==> src/rtl/control_pipeline_pkg.sv <==
// Shared types and defaults for the 5-stage pipeline sequencing controller.
package ctrl_pkg;

  typedef enum logic [1:0] {
    RUN,
    MEM_WAIT,
    DRAIN,
    HALT
  } state_e;

  localparam int unsigned DEF_MEM_TIMEOUT  = 16;
  localparam int unsigned DEF_DRAIN_CYCLES = 4;
  localparam int unsigned DEF_CNT_W        = 16;

  typedef struct packed {
    logic en_pc;
    logic en_f_reg;
    logic en_reg_exe;
    logic en_exe_mem;
    logic en_mem_wb;
    logic flush_f_reg;
    logic flush_reg_exe;
  } ctrl_t;

  localparam ctrl_t CTRL_RUN    = 7'b11111_00;
  localparam ctrl_t CTRL_FREEZE = '0;

  function automatic int unsigned cnt_width(input int unsigned max_val);
    return (max_val < 1) ? 1 : $clog2(max_val + 1);
  endfunction

endpackage

==> src/rtl/control_pipeline_if.sv <==
// Hazard inputs, memory handshake, halt control and per-stage control outputs.
interface control_pipeline_if #(
  parameter int unsigned CNT_W = ctrl_pkg::DEF_CNT_W
);
  logic [3:0]       Ra_F_Reg;
  logic             RE_A_F_Reg;
  logic [3:0]       Rb_F_Reg;
  logic             RE_B_F_Reg;
  logic [3:0]       Robj_Reg_Exe;
  logic             WE_Reg_Exe;
  logic             mem_RE_Reg_Exe;
  logic             branch_taken;
  logic             mem_req;
  logic             mem_ack;
  logic             halt_req;
  logic             resume;
  logic             en_PC;
  logic             en_F_Reg;
  logic             en_Reg_Exe;
  logic             en_Exe_Mem;
  logic             en_Mem_WB;
  logic             flush_F_Reg;
  logic             flush_Reg_Exe;
  logic             halted;
  logic             mem_err;
  logic [CNT_W-1:0] stall_cnt;

  modport master (
    output Ra_F_Reg, RE_A_F_Reg, Rb_F_Reg, RE_B_F_Reg, Robj_Reg_Exe, WE_Reg_Exe,
           mem_RE_Reg_Exe, branch_taken, mem_req, mem_ack, halt_req, resume,
    input  en_PC, en_F_Reg, en_Reg_Exe, en_Exe_Mem, en_Mem_WB,
           flush_F_Reg, flush_Reg_Exe, halted, mem_err, stall_cnt
  );

  modport slave (
    input  Ra_F_Reg, RE_A_F_Reg, Rb_F_Reg, RE_B_F_Reg, Robj_Reg_Exe, WE_Reg_Exe,
           mem_RE_Reg_Exe, branch_taken, mem_req, mem_ack, halt_req, resume,
    output en_PC, en_F_Reg, en_Reg_Exe, en_Exe_Mem, en_Mem_WB,
           flush_F_Reg, flush_Reg_Exe, halted, mem_err, stall_cnt
  );

endinterface

==> src/rtl/control_pipeline_wait_timer.sv <==
// Loadable up/down counter with a terminal-count flag; used for memory wait and drain.
module wait_timer #(
  parameter int unsigned W    = 5,
  parameter int unsigned TERM = 1
) (
  input  logic         clk,
  input  logic         rst_n,
  input  logic         load_i,
  input  logic [W-1:0] load_val_i,
  input  logic         inc_i,
  input  logic         dec_i,
  output logic         term_o
);

  logic [W-1:0] cnt_q, cnt_d;

  always_comb begin
    cnt_d = cnt_q;
    if (load_i)     cnt_d = load_val_i;
    else if (inc_i) cnt_d = cnt_q + 1'b1;
    else if (dec_i) cnt_d = cnt_q - 1'b1;
  end

  always_ff @(posedge clk or negedge rst_n) begin
    if (!rst_n) cnt_q <= '0;
    else        cnt_q <= cnt_d;
  end

  assign term_o = (cnt_q == W'(TERM));

endmodule

==> src/rtl/control_pipeline.sv <==
// Pipeline sequencing controller: load-use bubbles, branch flush, memory wait states, halt/drain.
module control_pipeline
  import ctrl_pkg::*;
#(
  parameter int unsigned MEM_TIMEOUT  = DEF_MEM_TIMEOUT,
  parameter int unsigned DRAIN_CYCLES = DEF_DRAIN_CYCLES,
  parameter int unsigned CNT_W        = DEF_CNT_W
) (
  input  logic              clk,
  input  logic              rst_n,
  control_pipeline_if.slave bus
);

  localparam int unsigned TW =
    cnt_width((MEM_TIMEOUT > DRAIN_CYCLES) ? MEM_TIMEOUT : DRAIN_CYCLES);

  state_e           state_q, state_d;
  ctrl_t            ctrl;
  logic             mem_err_q, mem_err_d;
  logic [CNT_W-1:0] stall_cnt_q, stall_cnt_d;
  logic             load_use, mem_stall, mem_done;
  logic             mw_load, mw_inc, mw_term;
  logic             dr_load, dr_dec, dr_term;

  assign load_use  = bus.mem_RE_Reg_Exe & bus.WE_Reg_Exe &
                     ((bus.RE_A_F_Reg & (bus.Ra_F_Reg == bus.Robj_Reg_Exe)) |
                      (bus.RE_B_F_Reg & (bus.Rb_F_Reg == bus.Robj_Reg_Exe)));
  assign mem_stall = bus.mem_req & ~bus.mem_ack;
  assign mem_done  = bus.mem_req & bus.mem_ack;

  always_comb begin
    state_d   = state_q;
    ctrl      = CTRL_RUN;
    mem_err_d = mem_err_q;
    mw_load   = 1'b0;
    mw_inc    = 1'b0;
    dr_load   = 1'b0;
    dr_dec    = 1'b0;
    unique case (state_q)
      RUN: begin
        if (mem_stall) begin
          ctrl    = CTRL_FREEZE;
          state_d = MEM_WAIT;
          mw_load = 1'b1;
        end else if (bus.branch_taken) begin
          // the load-use dependent is squashed by the flush, so no bubble is needed
          ctrl.flush_f_reg   = 1'b1;
          ctrl.flush_reg_exe = 1'b1;
        end else if (load_use) begin
          ctrl.en_pc         = 1'b0;
          ctrl.en_f_reg      = 1'b0;
          ctrl.flush_reg_exe = 1'b1;
        end else if (bus.halt_req) begin
          state_d = DRAIN;
          dr_load = 1'b1;
        end
      end
      MEM_WAIT: begin
        if (mem_done) begin
          state_d = bus.halt_req ? DRAIN : RUN;
          dr_load = bus.halt_req;
        end else begin
          ctrl = CTRL_FREEZE;
          if (mw_term) begin
            mem_err_d = 1'b1;
            state_d   = HALT;
          end else begin
            mw_inc = 1'b1;
          end
        end
      end
      DRAIN: begin
        if (mem_stall) begin
          ctrl = CTRL_FREEZE;
        end else begin
          ctrl.en_pc         = 1'b0;
          ctrl.flush_f_reg   = 1'b1;
          ctrl.flush_reg_exe = bus.branch_taken;
          dr_dec             = 1'b1;
          if (dr_term) state_d = HALT;
        end
      end
      HALT: begin
        ctrl = CTRL_FREEZE;
        if (bus.resume) begin
          state_d   = RUN;
          mem_err_d = 1'b0;
        end
      end
      default: state_d = RUN;
    endcase
  end

  always_comb begin
    stall_cnt_d = stall_cnt_q;
    if (!ctrl.en_pc && (state_q != HALT) && (stall_cnt_q != '1))
      stall_cnt_d = stall_cnt_q + 1'b1;
  end

  always_ff @(posedge clk or negedge rst_n) begin
    if (!rst_n) begin
      state_q     <= RUN;
      mem_err_q   <= 1'b0;
      stall_cnt_q <= '0;
    end else begin
      state_q     <= state_d;
      mem_err_q   <= mem_err_d;
      stall_cnt_q <= stall_cnt_d;
    end
  end

  wait_timer #(.W(TW), .TERM(MEM_TIMEOUT)) u_mem_timer (
    .clk        (clk),
    .rst_n      (rst_n),
    .load_i     (mw_load),
    .load_val_i (TW'(1)),
    .inc_i      (mw_inc),
    .dec_i      (1'b0),
    .term_o     (mw_term)
  );

  wait_timer #(.W(TW), .TERM(1)) u_drain_timer (
    .clk        (clk),
    .rst_n      (rst_n),
    .load_i     (dr_load),
    .load_val_i (TW'(DRAIN_CYCLES)),
    .inc_i      (1'b0),
    .dec_i      (dr_dec),
    .term_o     (dr_term)
  );

  // banks see NOPs and no loads for as long as reset is held
  assign bus.en_PC         = rst_n & ctrl.en_pc;
  assign bus.en_F_Reg      = rst_n & ctrl.en_f_reg;
  assign bus.en_Reg_Exe    = rst_n & ctrl.en_reg_exe;
  assign bus.en_Exe_Mem    = rst_n & ctrl.en_exe_mem;
  assign bus.en_Mem_WB     = rst_n & ctrl.en_mem_wb;
  assign bus.flush_F_Reg   = ~rst_n | ctrl.flush_f_reg;
  assign bus.flush_Reg_Exe = ~rst_n | ctrl.flush_reg_exe;
  assign bus.halted        = (state_q == HALT);
  assign bus.mem_err       = mem_err_q;
  assign bus.stall_cnt     = stall_cnt_q;

endmodule

==> src/flat_wrapper.sv <==
// flat-port wrapper written by rule: the top's interface ports become plain ports
module control_pipeline_flat import ctrl_pkg::*;
#(
  parameter int unsigned MEM_TIMEOUT  = DEF_MEM_TIMEOUT,
  parameter int unsigned DRAIN_CYCLES = DEF_DRAIN_CYCLES,
  parameter int unsigned CNT_W        = DEF_CNT_W
)
  (clk, rst_n, bus_Ra_F_Reg, bus_RE_A_F_Reg, bus_Rb_F_Reg, bus_RE_B_F_Reg, bus_Robj_Reg_Exe, bus_WE_Reg_Exe, bus_mem_RE_Reg_Exe, bus_branch_taken, bus_mem_req, bus_mem_ack, bus_halt_req, bus_resume, bus_en_PC, bus_en_F_Reg, bus_en_Reg_Exe, bus_en_Exe_Mem, bus_en_Mem_WB, bus_flush_F_Reg, bus_flush_Reg_Exe, bus_halted, bus_mem_err, bus_stall_cnt);
  control_pipeline_if #(.CNT_W(CNT_W)) bus_i ();
  input  logic clk;
  input  logic rst_n;
  input wire logic [$bits(bus_i.Ra_F_Reg)-1:0] bus_Ra_F_Reg;
  input wire logic [$bits(bus_i.RE_A_F_Reg)-1:0] bus_RE_A_F_Reg;
  input wire logic [$bits(bus_i.Rb_F_Reg)-1:0] bus_Rb_F_Reg;
  input wire logic [$bits(bus_i.RE_B_F_Reg)-1:0] bus_RE_B_F_Reg;
  input wire logic [$bits(bus_i.Robj_Reg_Exe)-1:0] bus_Robj_Reg_Exe;
  input wire logic [$bits(bus_i.WE_Reg_Exe)-1:0] bus_WE_Reg_Exe;
  input wire logic [$bits(bus_i.mem_RE_Reg_Exe)-1:0] bus_mem_RE_Reg_Exe;
  input wire logic [$bits(bus_i.branch_taken)-1:0] bus_branch_taken;
  input wire logic [$bits(bus_i.mem_req)-1:0] bus_mem_req;
  input wire logic [$bits(bus_i.mem_ack)-1:0] bus_mem_ack;
  input wire logic [$bits(bus_i.halt_req)-1:0] bus_halt_req;
  input wire logic [$bits(bus_i.resume)-1:0] bus_resume;
  output wire logic [$bits(bus_i.en_PC)-1:0] bus_en_PC;
  output wire logic [$bits(bus_i.en_F_Reg)-1:0] bus_en_F_Reg;
  output wire logic [$bits(bus_i.en_Reg_Exe)-1:0] bus_en_Reg_Exe;
  output wire logic [$bits(bus_i.en_Exe_Mem)-1:0] bus_en_Exe_Mem;
  output wire logic [$bits(bus_i.en_Mem_WB)-1:0] bus_en_Mem_WB;
  output wire logic [$bits(bus_i.flush_F_Reg)-1:0] bus_flush_F_Reg;
  output wire logic [$bits(bus_i.flush_Reg_Exe)-1:0] bus_flush_Reg_Exe;
  output wire logic [$bits(bus_i.halted)-1:0] bus_halted;
  output wire logic [$bits(bus_i.mem_err)-1:0] bus_mem_err;
  output wire logic [$bits(bus_i.stall_cnt)-1:0] bus_stall_cnt;
  assign bus_i.Ra_F_Reg = bus_Ra_F_Reg;
  assign bus_i.RE_A_F_Reg = bus_RE_A_F_Reg;
  assign bus_i.Rb_F_Reg = bus_Rb_F_Reg;
  assign bus_i.RE_B_F_Reg = bus_RE_B_F_Reg;
  assign bus_i.Robj_Reg_Exe = bus_Robj_Reg_Exe;
  assign bus_i.WE_Reg_Exe = bus_WE_Reg_Exe;
  assign bus_i.mem_RE_Reg_Exe = bus_mem_RE_Reg_Exe;
  assign bus_i.branch_taken = bus_branch_taken;
  assign bus_i.mem_req = bus_mem_req;
  assign bus_i.mem_ack = bus_mem_ack;
  assign bus_i.halt_req = bus_halt_req;
  assign bus_i.resume = bus_resume;
  assign bus_en_PC = bus_i.en_PC;
  assign bus_en_F_Reg = bus_i.en_F_Reg;
  assign bus_en_Reg_Exe = bus_i.en_Reg_Exe;
  assign bus_en_Exe_Mem = bus_i.en_Exe_Mem;
  assign bus_en_Mem_WB = bus_i.en_Mem_WB;
  assign bus_flush_F_Reg = bus_i.flush_F_Reg;
  assign bus_flush_Reg_Exe = bus_i.flush_Reg_Exe;
  assign bus_halted = bus_i.halted;
  assign bus_mem_err = bus_i.mem_err;
  assign bus_stall_cnt = bus_i.stall_cnt;
  control_pipeline #(.MEM_TIMEOUT(MEM_TIMEOUT), .DRAIN_CYCLES(DRAIN_CYCLES), .CNT_W(CNT_W)) u_core (.clk(clk), .rst_n(rst_n), .bus(bus_i));
endmodule
==> config.mk <==
export PLATFORM = sky130hd
export DESIGN_NAME = control_pipeline_flat
export DESIGN_NICKNAME = d
export VERILOG_FILES = /design/src/rtl/control_pipeline_pkg.sv /design/src/rtl/control_pipeline_if.sv /design/src/rtl/control_pipeline_wait_timer.sv /design/src/rtl/control_pipeline.sv /design/src/flat_wrapper.sv
export SDC_FILE = /design/constraint.sdc
export NUM_CORES = 1
export LEC_CHECK = 0
export CORE_MARGIN = 4
export CORE_UTILIZATION = 30
export CTS_BUF_LIST = sky130_fd_sc_hd__clkbuf_8
export DETAILED_ROUTE_END_ITERATION = 8
export GPL_ROUTABILITY_DRIVEN = 0
export SLEW_MARGIN = 5
export SYNTH_ARGS = -nofsm -noshare
export SYNTH_HDL_FRONTEND = slang
export SYNTH_SLANG_ARGS = --single-unit
==> constraint.sdc <==
create_clock -name clk -period 2 [get_ports clk]
set_input_delay 0.4 -clock clk [delete_from_list [all_inputs] [get_ports clk]]
set_output_delay 0.4 -clock clk [all_outputs]
set_load 0.03 [all_outputs]
; After elaboration in Yosys (flattened, before gate mapping)
; Cells that the tools add are included.
; W data, S select, Z words.
[op_classes]
eq_ne = 18
bitwise = 16
n_mux = 44
addsub = 3
reduce_logical = 9
[ops]
columns = cell, count
row1 = $mux W2, 15
row2 = $pmux W7 S4, 1
row3 = $mux W5, 4
row4 = $mux W1, 18
row5 = $add A16 B1 Y16 const B, 1
row6 = $ne A16 B16 Y1 const B, 1
row7 = $and A1 B1 Y1, 11
row8 = $eq A4 B4 Y1, 2
row9 = $ne A2 B2 Y1 const B, 4
row10 = $pmux W2 S4, 1
row11 = $mux W7, 1
row12 = $reduce_and A7 Y1, 1
row13 = $ne A3 B2 Y1 const B, 2
row14 = $reduce_bool A2 Y1, 3
row15 = $add A5 B1 Y5 const B, 1
row16 = $eq A5 B1 Y1 const B, 1
row17 = $eq A5 B5 Y1 const B, 1
row18 = $sub A5 B1 Y5 const B, 1
row19 = $eq A2 B2 Y1 const B, 2
row20 = $mux W4, 1
row21 = $ne A2 B1 Y1 const B, 2
row22 = $pmux W1 S2, 2
row23 = $reduce_and A4 Y1, 1
row24 = $mux W3, 1
row25 = other kinds (8), 12
[word_totals]
input_bits = 23
ff_bits = 29
wordCells = 95
out_inout_bits = 25

; Longest topological paths before layout
[logic_depth]
word_depth = 11
ltp_mapped = 7
mapped_depth_nobuf = 7

; Cells and area by module
; A second synthesis with hierarchy kept.
[hier_totals]
hier_cells = 238
hier_area_um2 = 2147.1
[by_module_without_submodules]
columns = mod, area_per_inst_um2, instances, cells_per_inst, seq_area_each_um2
row1 = control_pipeline, 1322.5, 1, 149, 475.5
row2 = wait_timer at u_core.u_mem_timer, 434.2, 1, 45, 125.1
row3 = wait_timer at u_core.u_drain_timer, 390.4, 1, 44, 125.1

; Least setup slack after synthesis
; No wires, ideal clock.
[synth_timing]
kind = register -> output
start = register u_core.state_q[1]
end = output port bus_en_F_Reg
setup_slack_ps = -536
n_path_buf = 1
stages_incl_launch_ff = 6
arrival_time_ps = 2136
required_time_ps = 1600
path_cell_list = dfrtp_1 -> buf_4 -> inv_1 -> nand2_1 -> a21oi_1 -> a21boi_0
[synth_between]
elab_chain_cells = 3
elab_cells_between_ends = 6
cone_classes = 3 x eq/ne / 1 x mux / 1 x bitwise / 1 x reduce/logical
[synth_lines]
columns = element, line_no
row1 = from (decl), control_pipeline.sv:17  ; state_e state_q, state_d;
row2 = from (signal assigned), control_pipeline.sv:106  ; state_q <= state_d;
row3 = $eq A2 B2 Y1 (tied with other cells), control_pipeline.sv:39  ; unique case (state_q)
row4 = $pmux W7 S4 (*), control_pipeline.sv:39
row5 = $and A1 B1 Y1 (*), control_pipeline.sv:134  ; assign bus.en_F_Reg = rst_n & ctrl.en_f_reg;
row6 = to (decl), flat_wrapper.sv:25  ; output wire logic [$bits(bus_i.en_F_Reg)-1:0] bus_en_F_Reg;
; Mark *: on every way between the ends. The rest lies on a longest branch, timed or not.

; Worst setup path after layout
[layout_timing]
start = input port bus_Robj_Reg_Exe[3]
end = output port bus_flush_Reg_Exe
[layout_between]
elab_chain_cells = 9
elab_cells_between_ends = 11
cone_classes = 2 x eq/ne / 4 x mux / 5 x bitwise
[layout_lines]
columns = element, line_no
row1 = from (decl), flat_wrapper.sv:16  ; input wire logic [$bits(bus_i.Robj_Reg_Exe)-1:0] bus_Robj_Reg_Exe;
row2 = $eq A4 B4 Y1 (on tied branches), "control_pipeline.sv:26, control_pipeline.sv:27"
row3 = $and A1 B1 Y1 (on tied branches), "control_pipeline.sv:26, control_pipeline.sv:27"
row4 = $or A1 B1 Y1 (*), control_pipeline.sv:26  ; ((bus.RE_A_F_Reg & (bus.Ra_F_Reg == bus.Robj_Reg_Exe)) |
row5 = $and A1 B1 Y1 (*), control_pipeline.sv:25  ; assign load_use = bus.mem_RE_Reg_Exe & bus.WE_Reg_Exe &
row6 = $mux W1 (*), control_pipeline.sv:49  ; end else if (load_use) begin
row7 = $mux W1 (*), control_pipeline.sv:45  ; end else if (bus.branch_taken) begin
row8 = $mux W2 (*), control_pipeline.sv:41  ; if (mem_stall) begin
row9 = $pmux W7 S4 (*), control_pipeline.sv:39
row10 = $or A1 B1 Y1 (*), control_pipeline.sv:139  ; assign bus.flush_Reg_Exe = ~rst_n | ctrl.flush_reg_exe;
row11 = to (decl), flat_wrapper.sv:30  ; output wire logic [$bits(bus_i.flush_Reg_Exe)-1:0] bus_flush_Reg_Exe;
; Marks and branches as above.

==> flow_metrics.env <==
export IMPL_outcome="completed"
export IMPL_grt_pass1_vias=1686
export IMPL_dieHeight_um=86.2
export IMPL_power_mw=3.06
export IMPL_cts_root_buffer="clkbuf_8"
export IMPL_coreArea_um2=5920
export IMPL_row_count=28
export IMPL_hold_ws_ps=503
export IMPL_synth_fa_ha_area_share_pct=3.41
export IMPL_grt_max_degree=30
export IMPL_finalHoldViolCount=0
export IMPL_slowest_delay_ps=230
export IMPL_start_util_pct=31.0
export IMPL_dr_pass1_iters=4
export IMPL_ys_warn_count=0
export IMPL_regArea_um2=727
export IMPL_tightest_slew_ps=360
export IMPL_cp_data_required_time_ps=1600
export IMPL_syn2layout_area_growth_pct=51.0
export IMPL_diodes=0
export IMPL_cap_viol_max_count=0
export IMPL_r2r_slack_ps=270
export IMPL_reg2reg_depth=8
export IMPL_fin_skew_ps=7.31
export IMPL_crit_chain="clkbuf_2, xnor2_2, nand3_2, o22ai_4, a21oi_2, o31ai_2, buf_4"
export IMPL_synth_compound_area_share_pct=8.65
export IMPL_end_kind="primary output"
export IMPL_cts_buffers=5
export IMPL_finalSetupTns_ps=0
export IMPL_critPathMaxFanout=2
export IMPL_slew_violations=0
export IMPL_drc=0
export IMPL_die_x_um=86.2
export IMPL_fin_crit_ps=1980
export IMPL_dieArea_um2=7440
export IMPL_critPathSlowestCell="o31ai_2"
export IMPL_hpwl_mm=3.54
export IMPL_cts_tree="built"
export IMPL_clkSinkCount=29
export IMPL_syn_inst=192
export IMPL_grt_usage_pct=13.4
export IMPL_finalInstanceArea_um2=2770
export IMPL_fmax_mhz=506
export IMPL_syn_mean_instance_area_um2=9.57
export IMPL_grt_overflow=0
export IMPL_final_core_util_pct=46.9
export IMPL_period_share_pct=98.9
export IMPL_cp_endpoint="bus_flush_Reg_Exe"
export IMPL_syn_nets=220
export IMPL_via_count=1699
export IMPL_cp_start_kind="input port"
export IMPL_wl_mm=4.84
export IMPL_worst_ep_arrival_time_ps=1580
export IMPL_hold_path_class="reg -> reg"
export IMPL_ioPinCount=48
export IMPL_ys_seq_elements=29
export IMPL_setup_violations=0
export IMPL_fill_cells=558
export IMPL_multi_input_area_um2=1130
export IMPL_synth_mux_area_share_pct=1.70
export IMPL_cts_max_level=2
export IMPL_r2r_end="u_core.state_q[1]"
export IMPL_grt_pass1_wl_mm=7.89
export IMPL_p_per_area_nw_per_um2=1100
export IMPL_wl_per_cell_um=13.9
export IMPL_drtAntennaViolNets=0
export IMPL_crit_start="bus_Robj_Reg_Exe[3]"
export IMPL_timing_setup_critical_path_class="in -> out"
export IMPL_synth_simple_area_share_pct=27.9
export IMPL_leakagePower_nw=1.27
export IMPL_viasPerCell=4.87
export IMPL_drtIter0Drc=58
export IMPL_path_clk_slew_ps=60
export IMPL_antenna_found_initial=0
export IMPL_rsz0062_at_grt="yes"
export IMPL_synth_top_family_by_area="simple AND/OR/NAND/NOR gates"
export IMPL_portBuffers=47
export IMPL_synth_cell_types=49
export IMPL_clockBufferDepth=2
export IMPL_synth_xor_area_share_pct=13.8
export IMPL_drive_above_1_share_pct=33.6
export IMPL_dpl_cell_area_um2=2540
export IMPL_final_nets=302
export IMPL_slew_headroom_pct=76.0
export IMPL_syn_cell_area_um2=1840
export IMPL_vdd_drop_max_v=0.000491
export IMPL_clk_insertion_delay_late_ps=290
export IMPL_r2r_start="u_core.u_mem_timer.cnt_q[0]"
export IMPL_ys_seq_area_share_pct=39.5
[Yosys cell counts, drive strengths merged]
cell     count  area, um2
nor2        17       66.3
nor3         5       25.0
nand3b       1       7.51
nand2       13       48.8
nor3b        1       7.51
nor2b        3       21.3
clkbuf       2       7.51
and2         1       6.26
nand3       17       90.1
o22ai        2       12.5
o41ai        1       8.76
a221o        2       21.3
ha           5       62.6
nand4bb      1       11.3
xnor2       25        219
mux2i        2       20.0
a211oi       1       7.51
nand2b       2       12.5
o221ai       1       15.0
and3         7       43.8
a41oi        1       8.76
inv          8       30.0
or3          1       11.3
mux2         1       11.3
and2b        1       8.76
nor4b        1       23.8
nor4         1       12.5
o21bai       1       7.51
or2b         1       7.51
o31ai        3       22.5
a22oi        1       7.51
or2          1       6.26
and4b        1       10.0
a21oi        6       30.0
buf          7       55.1
o21ai        2       10.0
dfrtp       29        726
nand4        9       62.6
and4         3       28.8
a21boi       1       7.51
xor2         4       35.0
[stage by stage]
step                instances  worst slack [ps]
floorplan                 192              -101
finish                    349              22.7
global placement          332              -258
CTS                       348             -8.13
detailed placement        332              -296
global route              349             -60.1
[power by group]
part	internal, mW	switching [mW]	total, mW
Combinational	0.776	0.820	1.60
Clock	0.267	0.218	0.485
Sequential	0.758	0.218	0.977
[cells in the final DEF (no fill, tap or decap), drive strengths merged, types with 6 or more instances in the layout]
cell,count
buf,47
dfrtp,29
xnor2,25
clkdlybuf4s50,20
nor2,17
nand3,17
clkbuf,14
nand2,13
inv,9
nand4,9
and3,7
a21oi,6
[per-layer routing]
layer | track usage (%) | part of all wire, % | vias up | wire (um)
met1 | 16.7 | 42 | 819 | 2040
met3 | 4.09 | 3.8 | 12 | 185
met5 | 0 | 0 | - | 0
met2 | 22.3 | 52 | 29 | 2510
met4 | 4.25 | 2.3 | 0 | 112
li1 | - | - | 839 | -
[how the worst min path moves through the flow]
| stage | from | endpoint | slack, ps | cells past startpoint |
|---|---|---|---|---|
| 6_report | u_core.bus.stall_cnt[5] | u_core.bus.stall_cnt[5] | 500 | 1 |
| 5_1_grt | u_core.bus.stall_cnt[12] | u_core.bus.stall_cnt[12] | 540 | 1 |
| 4_1_cts | u_core.bus.stall_cnt[5] | u_core.bus.stall_cnt[5] | 510 | 1 |
| 3_5_place_dp | u_core.bus.stall_cnt[5] | u_core.bus.stall_cnt[5] | 500 | 1 |
| 3_3_place_gp | u_core.bus.stall_cnt[5] | u_core.bus.stall_cnt[5] | 490 | 1 |
| 2_1_floorplan | rst_n | u_core.bus.mem_err | 100 | 0 |
[layout make-up]
cell class / instances / share of cell area [%]
Multi-Input combinational cell: 146 / 40.7
Sequential cell: 29 / 26.2
Timing Repair Buffer: 84 / 25.5
Tap cell: 75 / 3.38
Clock buffer: 6 / 2.98
Inverter: 8 / 1.08
Clock inverter: 1 / 0.135
[registers in the layout, summed over array words and instances, names as in the netlist]
signal and flops:
u_core.state_q 2, u_core.u_drain_timer.cnt_q 5, u_core.bus.stall_cnt 16, u_core.u_mem_timer.cnt_q 5, u_core.bus.mem_err 1
[critical path, delay by kind of cell]
kind	cells	cell delay (ps)
AO/OA/AOI/OAI	3	530
buffers and inverters	2	340
XOR/XNOR	1	180
AND/OR/NAND/NOR	1	120
[logic make-up after synthesis]
logic type | count (synthesis)
multiplexers | 3
flip-flops | 29
buffers and inverters | 17
XOR/XNOR | 29
adder cells (fa/ha/maj) | 5
AO/OA/AOI/OAI | 22
AND/OR/NAND/NOR | 87
[timing repair]
item	CTS	global route
hold buffers	0	0
setup endpoints to repair	7	18
setup buffers	9	1
pin swaps	14	17
cloned	0	0
gates resized for setup	35	34
Note: power is estimated with default switching activity, not from simulation.
